`src/rtl/rv_isa_pkg.sv`:
```
// rv_isa_pkg: shared RV32I encoding definitions for the instruction encoder.
//   - K_* instruction-class codes carried on in_kind (LOAD=0 .. JAL=8)
//   - OPC_* 7-bit major opcodes
//   - fmt_e   : instruction format (R/I/S/B/U/J)
//   - state_e : encoder control states
//   - decode_kind() maps a class code to opcode + format
//   - fits_signed() range helper used by the optional field checks
package rv_isa_pkg;

  localparam logic [3:0] K_LOAD   = 4'd0;
  localparam logic [3:0] K_OPIMM  = 4'd1;
  localparam logic [3:0] K_AUIPC  = 4'd2;
  localparam logic [3:0] K_STORE  = 4'd3;
  localparam logic [3:0] K_OP     = 4'd4;
  localparam logic [3:0] K_LUI    = 4'd5;
  localparam logic [3:0] K_BRANCH = 4'd6;
  localparam logic [3:0] K_JALR   = 4'd7;
  localparam logic [3:0] K_JAL    = 4'd8;

  localparam logic [6:0] OPC_LOAD   = 7'b0000011;
  localparam logic [6:0] OPC_OPIMM  = 7'b0010011;
  localparam logic [6:0] OPC_AUIPC  = 7'b0010111;
  localparam logic [6:0] OPC_STORE  = 7'b0100011;
  localparam logic [6:0] OPC_OP     = 7'b0110011;
  localparam logic [6:0] OPC_LUI    = 7'b0110111;
  localparam logic [6:0] OPC_BRANCH = 7'b1100011;
  localparam logic [6:0] OPC_JALR   = 7'b1100111;
  localparam logic [6:0] OPC_JAL    = 7'b1101111;

  typedef enum logic [2:0] {
    FMT_R,
    FMT_I,
    FMT_S,
    FMT_B,
    FMT_U,
    FMT_J
  } fmt_e;

  typedef enum logic [1:0] {
    S_IDLE,
    S_STREAM,
    S_DRAIN
  } state_e;

  typedef struct packed {
    logic [6:0] opcode;
    fmt_e       fmt;
  } kind_info_t;

  // Unknown classes map to opcode 0 / R format so they carry no immediate.
  function automatic kind_info_t decode_kind(input logic [3:0] kind);
    kind_info_t info;
    info.opcode = 7'b0000000;
    info.fmt    = FMT_R;
    case (kind)
      K_LOAD:   begin info.opcode = OPC_LOAD;   info.fmt = FMT_I; end
      K_OPIMM:  begin info.opcode = OPC_OPIMM;  info.fmt = FMT_I; end
      K_AUIPC:  begin info.opcode = OPC_AUIPC;  info.fmt = FMT_U; end
      K_STORE:  begin info.opcode = OPC_STORE;  info.fmt = FMT_S; end
      K_OP:     begin info.opcode = OPC_OP;     info.fmt = FMT_R; end
      K_LUI:    begin info.opcode = OPC_LUI;    info.fmt = FMT_U; end
      K_BRANCH: begin info.opcode = OPC_BRANCH; info.fmt = FMT_B; end
      K_JALR:   begin info.opcode = OPC_JALR;   info.fmt = FMT_I; end
      K_JAL:    begin info.opcode = OPC_JAL;    info.fmt = FMT_J; end
      default:  ;
    endcase
    return info;
  endfunction

  function automatic logic kind_known(input logic [3:0] kind);
    return kind <= K_JAL;
  endfunction

  // v is representable as a width-bit two's-complement value when every bit
  // from width-1 upward equals the sign bit.
  function automatic logic fits_signed(input logic [31:0] v, input int unsigned width);
    logic [31:0] ext;
    ext = $unsigned($signed(v) >>> (width - 1));
    return (ext == '0) || (ext == '1);
  endfunction

endpackage

```
`src/rtl/instr_encoder_if.sv`:
```
// instr_encoder_if: field-beat input stream and encoded-word output stream.
//   in_valid/in_ready/in_last + decoded fields : sequencer -> encoder
//   out_valid/out_ready/out_instr/out_addr     : encoder -> instruction memory
// Modports:
//   slave  : the encoder (consumes beats, produces words)
//   master : the environment (produces beats, consumes words)
interface instr_encoder_if;

  logic        in_valid;
  logic        in_ready;
  logic        in_last;
  logic [3:0]  in_kind;
  logic [2:0]  in_funct3;
  logic        in_funct7b5;
  logic [4:0]  in_rd;
  logic [4:0]  in_rs1;
  logic [4:0]  in_rs2;
  logic [31:0] in_imm;

  logic        out_valid;
  logic        out_ready;
  logic [31:0] out_instr;
  logic [31:0] out_addr;

  modport slave (
    input  in_valid, in_last, in_kind, in_funct3, in_funct7b5,
           in_rd, in_rs1, in_rs2, in_imm, out_ready,
    output in_ready, out_valid, out_instr, out_addr
  );

  modport master (
    output in_valid, in_last, in_kind, in_funct3, in_funct7b5,
           in_rd, in_rs1, in_rs2, in_imm, out_ready,
    input  in_ready, out_valid, out_instr, out_addr
  );

endinterface

```
`src/rtl/instr_encoder_imm_pack.sv`:
```
// imm_pack: combinational placement of an unshifted immediate into the
// instruction-word bit positions of the given format. All non-immediate
// bits are returned as zero so the caller can OR in the other fields.
//   fmt_i  : instruction format
//   imm_i  : byte offset / value (U-type: full 32-bit value)
//   bits_o : immediate bits in machine-word position
module imm_pack
  import rv_isa_pkg::*;
(
  input  fmt_e        fmt_i,
  input  logic [31:0] imm_i,
  output logic [31:0] bits_o
);

  always_comb begin
    bits_o = '0;
    unique case (fmt_i)
      FMT_I: bits_o[31:20] = imm_i[11:0];
      FMT_S: begin
        bits_o[31:25] = imm_i[11:5];
        bits_o[11:7]  = imm_i[4:0];
      end
      FMT_B: begin
        bits_o[31]    = imm_i[12];
        bits_o[30:25] = imm_i[10:5];
        bits_o[11:8]  = imm_i[4:1];
        bits_o[7]     = imm_i[11];
      end
      FMT_U: bits_o[31:12] = imm_i[31:12];
      FMT_J: begin
        bits_o[31]    = imm_i[20];
        bits_o[30:21] = imm_i[10:1];
        bits_o[20]    = imm_i[11];
        bits_o[19:12] = imm_i[19:12];
      end
      default: ;
    endcase
  end

endmodule

```
`src/rtl/instr_encoder.sv`:
```
// instr_encoder: streaming RV32I encoder. Packs decoded fields into 32-bit
// machine words and emits them through a one-deep registered output stage
// with valid/ready backpressure, each tagged with an incrementing address.
// Ports:
//   clk, reset : clock, synchronous active-high reset
//   start      : arms a new program (only honoured in IDLE)
//   bus        : instr_encoder_if.slave (field beats in, encoded words out)
//   busy       : state is not IDLE
//   done       : one-cycle pulse after the final word is accepted
//   err        : sticky illegal-field flag since start
//   count      : words emitted since start (saturating)
// Parameter BASE_ADDR: address of the first word after each start.
// Optional macro INSTR_ENCODER_CHECK_EN: enables field range checks; an
// illegal beat is emitted as 32'h0 and sets err. Without it err is 0 and
// out-of-range bits are truncated.
module instr_encoder
  import rv_isa_pkg::*;
#(
  parameter logic [31:0] BASE_ADDR = 32'h0000_0000
) (
  input  logic                  clk,
  input  logic                  reset,
  input  logic                  start,
  instr_encoder_if.slave        bus,
  output logic                  busy,
  output logic                  done,
  output logic                  err,
  output logic [15:0]           count
);

  state_e      state_q, state_d;
  logic        out_valid_q, out_valid_d;
  logic [31:0] out_instr_q, out_instr_d;
  logic [31:0] out_addr_q, out_addr_d;
  logic [15:0] count_q, count_d;
  logic        done_q, done_d;

  kind_info_t  info;
  logic [31:0] imm_bits;
  logic [31:0] word_raw;
  logic [31:0] word;
  logic        shift_op;
  logic        accept;
  logic        out_fire;

  assign info     = decode_kind(bus.in_kind);
  assign shift_op = (bus.in_kind == K_OPIMM) &&
                    ((bus.in_funct3 == 3'b001) || (bus.in_funct3 == 3'b101));

  imm_pack u_imm_pack (
    .fmt_i  (info.fmt),
    .imm_i  (bus.in_imm),
    .bits_o (imm_bits)
  );

  always_comb begin
    word_raw      = imm_bits;
    word_raw[6:0] = info.opcode;
    unique case (info.fmt)
      FMT_R: begin
        word_raw[11:7]  = bus.in_rd;
        word_raw[14:12] = bus.in_funct3;
        word_raw[19:15] = bus.in_rs1;
        word_raw[24:20] = bus.in_rs2;
      end
      FMT_I: begin
        word_raw[11:7]  = bus.in_rd;
        word_raw[14:12] = bus.in_funct3;
        word_raw[19:15] = bus.in_rs1;
      end
      FMT_S, FMT_B: begin
        word_raw[14:12] = bus.in_funct3;
        word_raw[19:15] = bus.in_rs1;
        word_raw[24:20] = bus.in_rs2;
      end
      FMT_U, FMT_J: word_raw[11:7] = bus.in_rd;
      default: ;
    endcase
    if ((bus.in_kind == K_OP) &&
        ((bus.in_funct3 == 3'b000) || (bus.in_funct3 == 3'b101))) begin
      word_raw[30] = bus.in_funct7b5;
    end
    // Shift-immediates reuse the I layout for shamt in [24:20]; the upper
    // funct7 field is rebuilt rather than taken from imm[11:5].
    if (shift_op) begin
      word_raw[31:25] = '0;
      word_raw[30]    = bus.in_funct7b5 && (bus.in_funct3 == 3'b101);
    end
  end

`ifdef INSTR_ENCODER_CHECK_EN
  logic illegal;
  logic err_q, err_d;

  always_comb begin
    illegal = 1'b0;
    unique case (info.fmt)
      FMT_I, FMT_S: illegal = !fits_signed(bus.in_imm, 12);
      FMT_B:        illegal = !fits_signed(bus.in_imm, 13) || bus.in_imm[0];
      FMT_J:        illegal = !fits_signed(bus.in_imm, 21) || bus.in_imm[0];
      FMT_U:        illegal = (bus.in_imm[11:0] != 12'h000);
      default:      illegal = 1'b0;
    endcase
    if (!kind_known(bus.in_kind)) illegal = 1'b1;
    if (shift_op && (bus.in_imm[11:5] != 7'h00)) illegal = 1'b1;
    word = illegal ? '0 : word_raw;
  end

  always_comb begin
    err_d = err_q;
    if ((state_q == S_IDLE) && start) err_d = 1'b0;
    if (accept && illegal)            err_d = 1'b1;
  end

  always_ff @(posedge clk) begin
    if (reset) err_q <= 1'b0;
    else       err_q <= err_d;
  end

  assign err = err_q;
`else
  assign word = word_raw;
  assign err  = 1'b0;
`endif

  assign bus.in_ready = (state_q == S_STREAM) && (!out_valid_q || bus.out_ready);
  assign accept       = bus.in_valid && bus.in_ready;
  assign out_fire     = out_valid_q && bus.out_ready;

  // out_addr_q doubles as the address counter: it always names the word in
  // (or next entering) the output register, so it advances on each transfer.
  always_comb begin
    state_d     = state_q;
    out_valid_d = out_valid_q;
    out_instr_d = out_instr_q;
    out_addr_d  = out_addr_q;
    count_d     = count_q;
    done_d      = 1'b0;
    unique case (state_q)
      S_IDLE: begin
        if (start) begin
          state_d    = S_STREAM;
          out_addr_d = BASE_ADDR;
          count_d    = '0;
        end
      end
      S_STREAM: begin
        if (accept && bus.in_last) state_d = S_DRAIN;
      end
      S_DRAIN: begin
        if (out_fire) begin
          state_d = S_IDLE;
          done_d  = 1'b1;
        end
      end
      default: state_d = S_IDLE;
    endcase
    if (out_fire) begin
      out_valid_d = 1'b0;
      out_addr_d  = out_addr_q + 32'd4;
      if (count_q != '1) count_d = count_q + 16'd1;
    end
    if (accept) begin
      out_valid_d = 1'b1;
      out_instr_d = word;
    end
  end

  always_ff @(posedge clk) begin
    if (reset) begin
      state_q <= S_IDLE;
    end else begin
      state_q <= state_d;
    end
  end

  always_ff @(posedge clk) begin
    if (reset) begin
      out_valid_q <= 1'b0;
      out_instr_q <= '0;
      out_addr_q  <= BASE_ADDR;
      count_q     <= '0;
      done_q      <= 1'b0;
    end else begin
      out_valid_q <= out_valid_d;
      out_instr_q <= out_instr_d;
      out_addr_q  <= out_addr_d;
      count_q     <= count_d;
      done_q      <= done_d;
    end
  end

  assign bus.out_valid = out_valid_q;
  assign bus.out_instr = out_instr_q;
  assign bus.out_addr  = out_addr_q;
  assign busy          = (state_q != S_IDLE);
  assign done          = done_q;
  assign count         = count_q;

endmodule

```
`src/flat_wrapper.sv`:
```
// flat-port wrapper written by rule: the top's interface ports become plain ports
module instr_encoder_flat import rv_isa_pkg::*;
#(
  parameter logic [31:0] BASE_ADDR = 32'h0000_0000
)
  (clk, reset, start, busy, done, err, count, bus_in_valid, bus_in_last, bus_in_kind, bus_in_funct3, bus_in_funct7b5, bus_in_rd, bus_in_rs1, bus_in_rs2, bus_in_imm, bus_out_ready, bus_in_ready, bus_out_valid, bus_out_instr, bus_out_addr);
  instr_encoder_if bus_i ();
  input  logic clk;
  input  logic reset;
  input  logic start;
  output logic busy;
  output logic done;
  output logic err;
  output logic [15:0] count;
  input wire logic [$bits(bus_i.in_valid)-1:0] bus_in_valid;
  input wire logic [$bits(bus_i.in_last)-1:0] bus_in_last;
  input wire logic [$bits(bus_i.in_kind)-1:0] bus_in_kind;
  input wire logic [$bits(bus_i.in_funct3)-1:0] bus_in_funct3;
  input wire logic [$bits(bus_i.in_funct7b5)-1:0] bus_in_funct7b5;
  input wire logic [$bits(bus_i.in_rd)-1:0] bus_in_rd;
  input wire logic [$bits(bus_i.in_rs1)-1:0] bus_in_rs1;
  input wire logic [$bits(bus_i.in_rs2)-1:0] bus_in_rs2;
  input wire logic [$bits(bus_i.in_imm)-1:0] bus_in_imm;
  input wire logic [$bits(bus_i.out_ready)-1:0] bus_out_ready;
  output wire logic [$bits(bus_i.in_ready)-1:0] bus_in_ready;
  output wire logic [$bits(bus_i.out_valid)-1:0] bus_out_valid;
  output wire logic [$bits(bus_i.out_instr)-1:0] bus_out_instr;
  output wire logic [$bits(bus_i.out_addr)-1:0] bus_out_addr;
  assign bus_i.in_valid = bus_in_valid;
  assign bus_i.in_last = bus_in_last;
  assign bus_i.in_kind = bus_in_kind;
  assign bus_i.in_funct3 = bus_in_funct3;
  assign bus_i.in_funct7b5 = bus_in_funct7b5;
  assign bus_i.in_rd = bus_in_rd;
  assign bus_i.in_rs1 = bus_in_rs1;
  assign bus_i.in_rs2 = bus_in_rs2;
  assign bus_i.in_imm = bus_in_imm;
  assign bus_i.out_ready = bus_out_ready;
  assign bus_in_ready = bus_i.in_ready;
  assign bus_out_valid = bus_i.out_valid;
  assign bus_out_instr = bus_i.out_instr;
  assign bus_out_addr = bus_i.out_addr;
  instr_encoder #(.BASE_ADDR(BASE_ADDR)) u_core (.clk(clk), .reset(reset), .start(start), .bus(bus_i), .busy(busy), .done(done), .err(err), .count(count));
endmodule
```
`config.mk`:
```
export PLATFORM = sky130hd
export DESIGN_NAME = instr_encoder_flat
export DESIGN_NICKNAME = d
export VERILOG_FILES = /design/src/rtl/rv_isa_pkg.sv /design/src/rtl/instr_encoder_if.sv /design/src/rtl/instr_encoder_imm_pack.sv /design/src/rtl/instr_encoder.sv /design/src/flat_wrapper.sv
export SDC_FILE = /design/constraint.sdc
export NUM_CORES = 1
export LEC_CHECK = 0
export ABC_AREA = 1
export CAP_MARGIN = 40
export CELL_PAD_IN_SITES_DETAIL_PLACEMENT = 0
export CELL_PAD_IN_SITES_GLOBAL_PLACEMENT = 2
export CORE_MARGIN = 1
export CORE_UTILIZATION = 26
export DETAILED_ROUTE_END_ITERATION = 12
export GPL_TIMING_DRIVEN = 0
export PLACE_DENSITY_LB_ADDON = 0.08
export SYNTH_ARGS = -nofsm -noshare
export SYNTH_HDL_FRONTEND = slang
export SYNTH_SLANG_ARGS = --single-unit
```
`constraint.sdc`:
```
create_clock -name clk -period 3.3 [get_ports clk]
set_input_delay 0.99 -clock clk [delete_from_list [all_inputs] [get_ports clk]]
set_output_delay 0.99 -clock clk [all_outputs]
set_load 0.01 [all_outputs]
```
Word level (Yosys, flattened, before mapping)
Index checks and enable logic that the tools add are counted.
{"block": "classes", "addsub": 2, "eq_ne": 21, "n_mux": 24, "bitwise_logic": 1, "reduce_logical": 27}
{"cell": "32-bit 2-to-1 mux", "count": 3}
{"cell": "10-bit one-hot mux with 9 select lines", "count": 1}
{"cell": "16-bit 2-to-1 mux", "count": 4}
{"cell": "32-bit by 3-bit adder with 32-bit output (second input constant)", "count": 1}
{"cell": "7-bit one-hot mux with 4 select lines", "count": 1}
{"cell": "16-bit by 1-bit adder with 16-bit output (second input constant)", "count": 1}
{"cell": "4-bit by 3-bit equality test with 1-bit output (second input constant)", "count": 4}
{"cell": "8-bit 2-to-1 mux", "count": 2}
{"cell": "16-bit != test (second input constant)", "count": 1}
{"cell": "5-bit one-hot mux with 3 select lines", "count": 1}
{"cell": "5-bit 2-to-1 mux", "count": 2}
{"cell": "5-bit one-hot mux with 2 select lines", "count": 1}
{"cell": "3-bit equality test (second input constant)", "count": 3}
{"cell": "4-bit by 2-bit equality test with 1-bit output (second input constant)", "count": 2}
{"cell": "2-bit nonzero test", "count": 4}
{"cell": "4-bit OR reduction", "count": 2}
{"cell": "1-bit logical AND", "count": 7}
{"cell": "7-bit 2-to-1 mux", "count": 1}
{"cell": "3-bit by 1-bit equality test with 1-bit output (second input constant)", "count": 2}
{"cell": "3-bit by 2-bit equality test with 1-bit output (second input constant)", "count": 2}
{"cell": "3-bit logical NOT", "count": 2}
{"cell": "2-bit 2-to-1 mux", "count": 3}
{"cell": "2-bit one-hot mux with 3 select lines", "count": 1}
{"cell": "2-bit OR reduction", "count": 3}
{"cell": "other kinds (15)", "count": 21}
{"block": "totals", "ff_bits": 84, "input_bits": 61, "output_inout_bits": 85}

Longest topological paths before layout
{"block": "depth", "word_depth": 7, "ltp_mapped": 12, "ltp_nobuf": 11}

Modules after synthesis
Synthesis repeated with hierarchy kept, for this count alone.
{"block": "unflattened", "hier_cells": 789, "hier_area_um2": 4907.2}
{"mod": "instr_encoder", "n_inst": 1, "cells_each": 703, "area_each_um2": 4510.6, "seq_area_each_um2": 1621.6}
{"mod": "imm_pack", "n_inst": 1, "cells_each": 86, "area_each_um2": 396.6, "seq_area_each_um2": 0.0}

Least setup slack after synthesis
No wires, ideal clock.
{"block": "synth_timing", "path_type": "input port to output port", "start": "input port bus_out_ready", "end": "output port bus_in_ready", "arrival_time_ns": 1.262, "path_slack_ns": 1.048, "path_stages": 3, "cell_sequence": "inv_1 nand2_1 and3_1"}
{"block": "synth_between", "elab_chain_cells": 2}
{"item": "start: declaration", "line_no": "flat_wrapper.sv:24", "source": "input wire logic [$bits(bus_i.out_ready)-1:0] bus_out_ready;"}
{"item": "1-bit logical OR", "line_no": "instr_encoder.sv:126", "source": "assign bus.in_ready = (state_q == S_STREAM) && (!out_valid_q || bus.out_ready);"}
{"item": "1-bit logical AND", "line_no": "instr_encoder.sv:126"}
{"item": "end: declaration", "line_no": "flat_wrapper.sv:25", "source": "output wire logic [$bits(bus_i.in_ready)-1:0] bus_in_ready;"}
No other way between the ends.

Final worst setup path
Same ends and word-level chain as after synthesis.

==> metrics <==
port bufs 142; Sink Count 81; core box area 16,820 µm²; Reg2Reg Depth 11; minimum clock period 3043 ps; pwr/cell area 357.1 nW/µm²; max frequency 328.6 MHz; Clk pwr share 41.9%; RR Endpoint u_core.count[14]; Worst Setup Path Type primary input to primary output; first-pass GRT wire length 26,770 µm; Synth cell types 43; slowest stage cell, crit path clkdlybuf4s50_1; required time worst endpoint 2310 ps; post-DP HPWL 13,050 µm; post-placement cell area 6235 µm²; Cell Int Power 1706 µW; drt total wl 17,060 µm; synth warn 0; Vias per Instance 4.838; ys async rst share 0%; Final ANT Viol Nets 0; cell row count 47; Worst Path Max Fanout 2; Layout Cells excl Fill 1,084; Comb power frac 14.4%; setup TNS 0 ps; Final Setup Violations 0; Largest delay share family, worst path buffers and inverters; Finished Cell Area 6510 µm²; Antenna Cells 0; Data arrival, critical path 2050 ps; crit end category primary output; Pre-antenna DRT Iters 8; multi-input combinational cell area 2492 µm²; Post-CTS Hold Buffers 0; NetSw 619.0 µW; average routed wire per standard cell 15.74 µm; ys flop type dfxtp_1; HP Class register to register; HP Start u_core.bus.out_instr[19]; Max Used Layer met4; total track usage 19.36%; # nets final 922; Post-Syn Instances 704; relative slew slack 54.21%; #FFs+latches synth 81; share of layout cells above drive strength 1 6.134%; fin. max-slew vios 0; Buffers & Inverters on Critical Path 3; FF-to-FF Start u_core.count[0]; number of flops mapped to enable cells by yosys 0; sw frac 26.63%; Mapped Area 4531 µm²; initial drt markers 279; Die X 134.0 µm; Chip Height 134.0 µm; length of routed met3 wiring 946 µm; worst reg-to-reg setup slack 1320 ps; clk_lat worst skew 340 ps; root buf cell clkbuf_16; vias in the first global route 4,995; Final Hold Viols 0; crit start category primary input; metal2 WL 8038 µm; fillers 1,800; placed instance count 1,068; routability congestion estimate 0.8773; Worst path max stage delay 480 ps; IO Count 146; Clock Tree Buf Depth 2; sequential area share after synthesis 35.79%; initial antenna violation count 0; Cell Chain, Critical Path clkdlybuf4s50_1 > inv_1 > nand2_1 > and3_1 > dlygate4sd2_1; P&R area growth vs syn 43.69%; Worst-path clk slew 60 ps; Syn Area/Cell 6.436 µm²; max-cap viol count 0; Crit. Startpoint bus_out_ready; # DRC 0; Hold Path End u_core.bus.out_instr[19]; FF/Latch Area 1622 µm²; RSZ-0062 raised after global routing false; initial core utilization 26.94%; pin count of the biggest net entering global routing 13; Leakage 0.002325 µW; via count 5,244; GRT Residual Overflow 0; Final period util 92.21%; Die Area 17,960 µm²; worst slew pin tran 686.8 ps; CTS Buf Count 9; H-tree levels 3; Flop pwr share 43.7%; M1 WL 7774 µm; Setup Buffers After CTS 0; hold-critical path depth 2; clock skew 6.737 ps; CTS tree done; worst vdd ir 0.2541 mV; status completed
==> per-stage QoR <==
| step | hold slack (ps) | power (µW) | utilization, % | setup WS [ps] |
|---|---|---|---|---|
| 4_1_cts | 467.1 | 2361 | 38.71 | 253.1 |
| 5_1_grt | 483.7 | 2431 | 38.71 | 155.6 |
| 3_3_place_gp | 453.1 | 1376 | 37.07 | -18.45 |
| 6_report | 463.0 | 2325 | 38.71 | 257.1 |
| 2_1_floorplan | 463.0 | 1184 | - | 1048 |
| 3_5_place_dp | 457.0 | 1376 | 37.07 | -17.47 |
==> registers in the layout, indices dropped and copies added (netlist names) <==
signal,cells
u_core.bus.out_instr,31
u_core.bus.out_addr,30
u_core.count,16
u_core.state_q,2
u_core.bus.out_valid,1
u_core.done,1
==> what timing repair did <==
action	CTS	global route
gates resized for setup	1	0
endpoints found under the setup margin	1	0
endpoints found under the hold margin	0	0
==> area by class of cell <==
type | instances | share of cell area, %
buffer | 28 | 2.249
clock buffer | 14 | 4.055
clock inverter | 2 | 0.1922
inverter | 74 | 4.267
multi-input combinational | 523 | 38.29
sequential | 81 | 24.91
tap | 220 | 4.228
timing repair buffer | 142 | 21.81
==> Yosys cell counts, types with 2 or more instances <==
cell,count,area [µm²]
a22oi_1,3,22.52
nand2_1,188,705.7
nor2_4,2,22.52
inv_1,68,255.2
and3_1,2,12.51
a211oi_1,2,15.01
nand2_2,4,25.02
o21ai_1,7,35.03
o31ai_1,2,15.01
nor2_2,3,18.77
a21o_1,2,15.01
buf_2,6,30.03
o21ai_0,53,265.3
nor3_1,27,135.1
inv_2,6,22.52
nand3_1,45,225.2
a221oi_1,2,17.52
a41oi_1,5,43.79
nor3_2,6,60.06
a21oi_1,62,310.3
ha_1,2,25.02
a31oi_1,6,37.54
buf_1,2,7.510
clkbuf_1,13,48.80
nor2_1,69,259.0
nand2_4,2,22.52
nor4_1,3,18.77
buf_4,5,37.54
o21bai_1,2,15.01
buf_6,2,22.52
nand4_1,11,68.82
dfxtp_1,81,1622
==> worst max path at each step <==
stage	endpoint	slack, ps	cells after the start
after floorplan	bus_in_ready	1050	3
after global placement	bus_in_ready	-20	5
after detailed placement	bus_in_ready	-20	5
after CTS	bus_in_ready	250	5
after global routing	bus_in_ready	160	5
final	bus_in_ready	260	5
==> cell families after synthesis <==
family / count (synthesis) / synth area share, %
AND/OR/NAND/NOR: 367 / 35.85
AO/OA/AOI/OAI: 150 / 18.17
buffers and inverters: 102 / 9.362
flip-flops: 81 / 35.79
adder cells (fa/ha/maj): 2 / 0.5522
XOR/XNOR: 1 / 0.1934
other: 1 / 0.08277
==> tightest hold or removal path: cells and delay by family (launching register included) <==
family,cells,cell delay [ps]
DFF,1,310
AOI/OAI and AO/OA,1,50
and+or+nand+nor,1,60
==> power groups by stage <==
| stage | registers, µW | logic [µW] | clock network, µW |
|---|---|---|---|
| global placement | 1040 | 339 | 0 |
| finish | 1020 | 334 | 975 |
| global route | 1020 | 368 | 1050 |
| CTS | 1020 | 338 | 1010 |
| detailed placement | 1040 | 338 | 0 |
| floorplan | 1040 | 139 | 0 |
==> placed cells by master, fill, tap and decap left out, types with 4 or more instances in the layout <==
cell type,n
nand4_1,11
nand2_1,188
nor3_1,27
o21ai_1,7
inv_2,6
a31oi_1,6
nand3_1,45
clkbuf_1,16
o21ai_0,53
a41oi_1,5
buf_2,6
inv_1,68
a21oi_1,62
nor3_2,6
nand2_2,4
clkdlybuf4s50_1,141
clkbuf_16,9
buf_4,5
nor2_1,69
dfxtp_1,81
==> per-layer routing <==
metal / global-route usage, % / vias to the layer above
met5: 0 / -
met4: 6.944 / 0
met3: 4.233 / 22
met2: 31.95 / 150
met1: 24.70 / 2426
li1: - / 2646
Power figures use the tool's default switching activity.
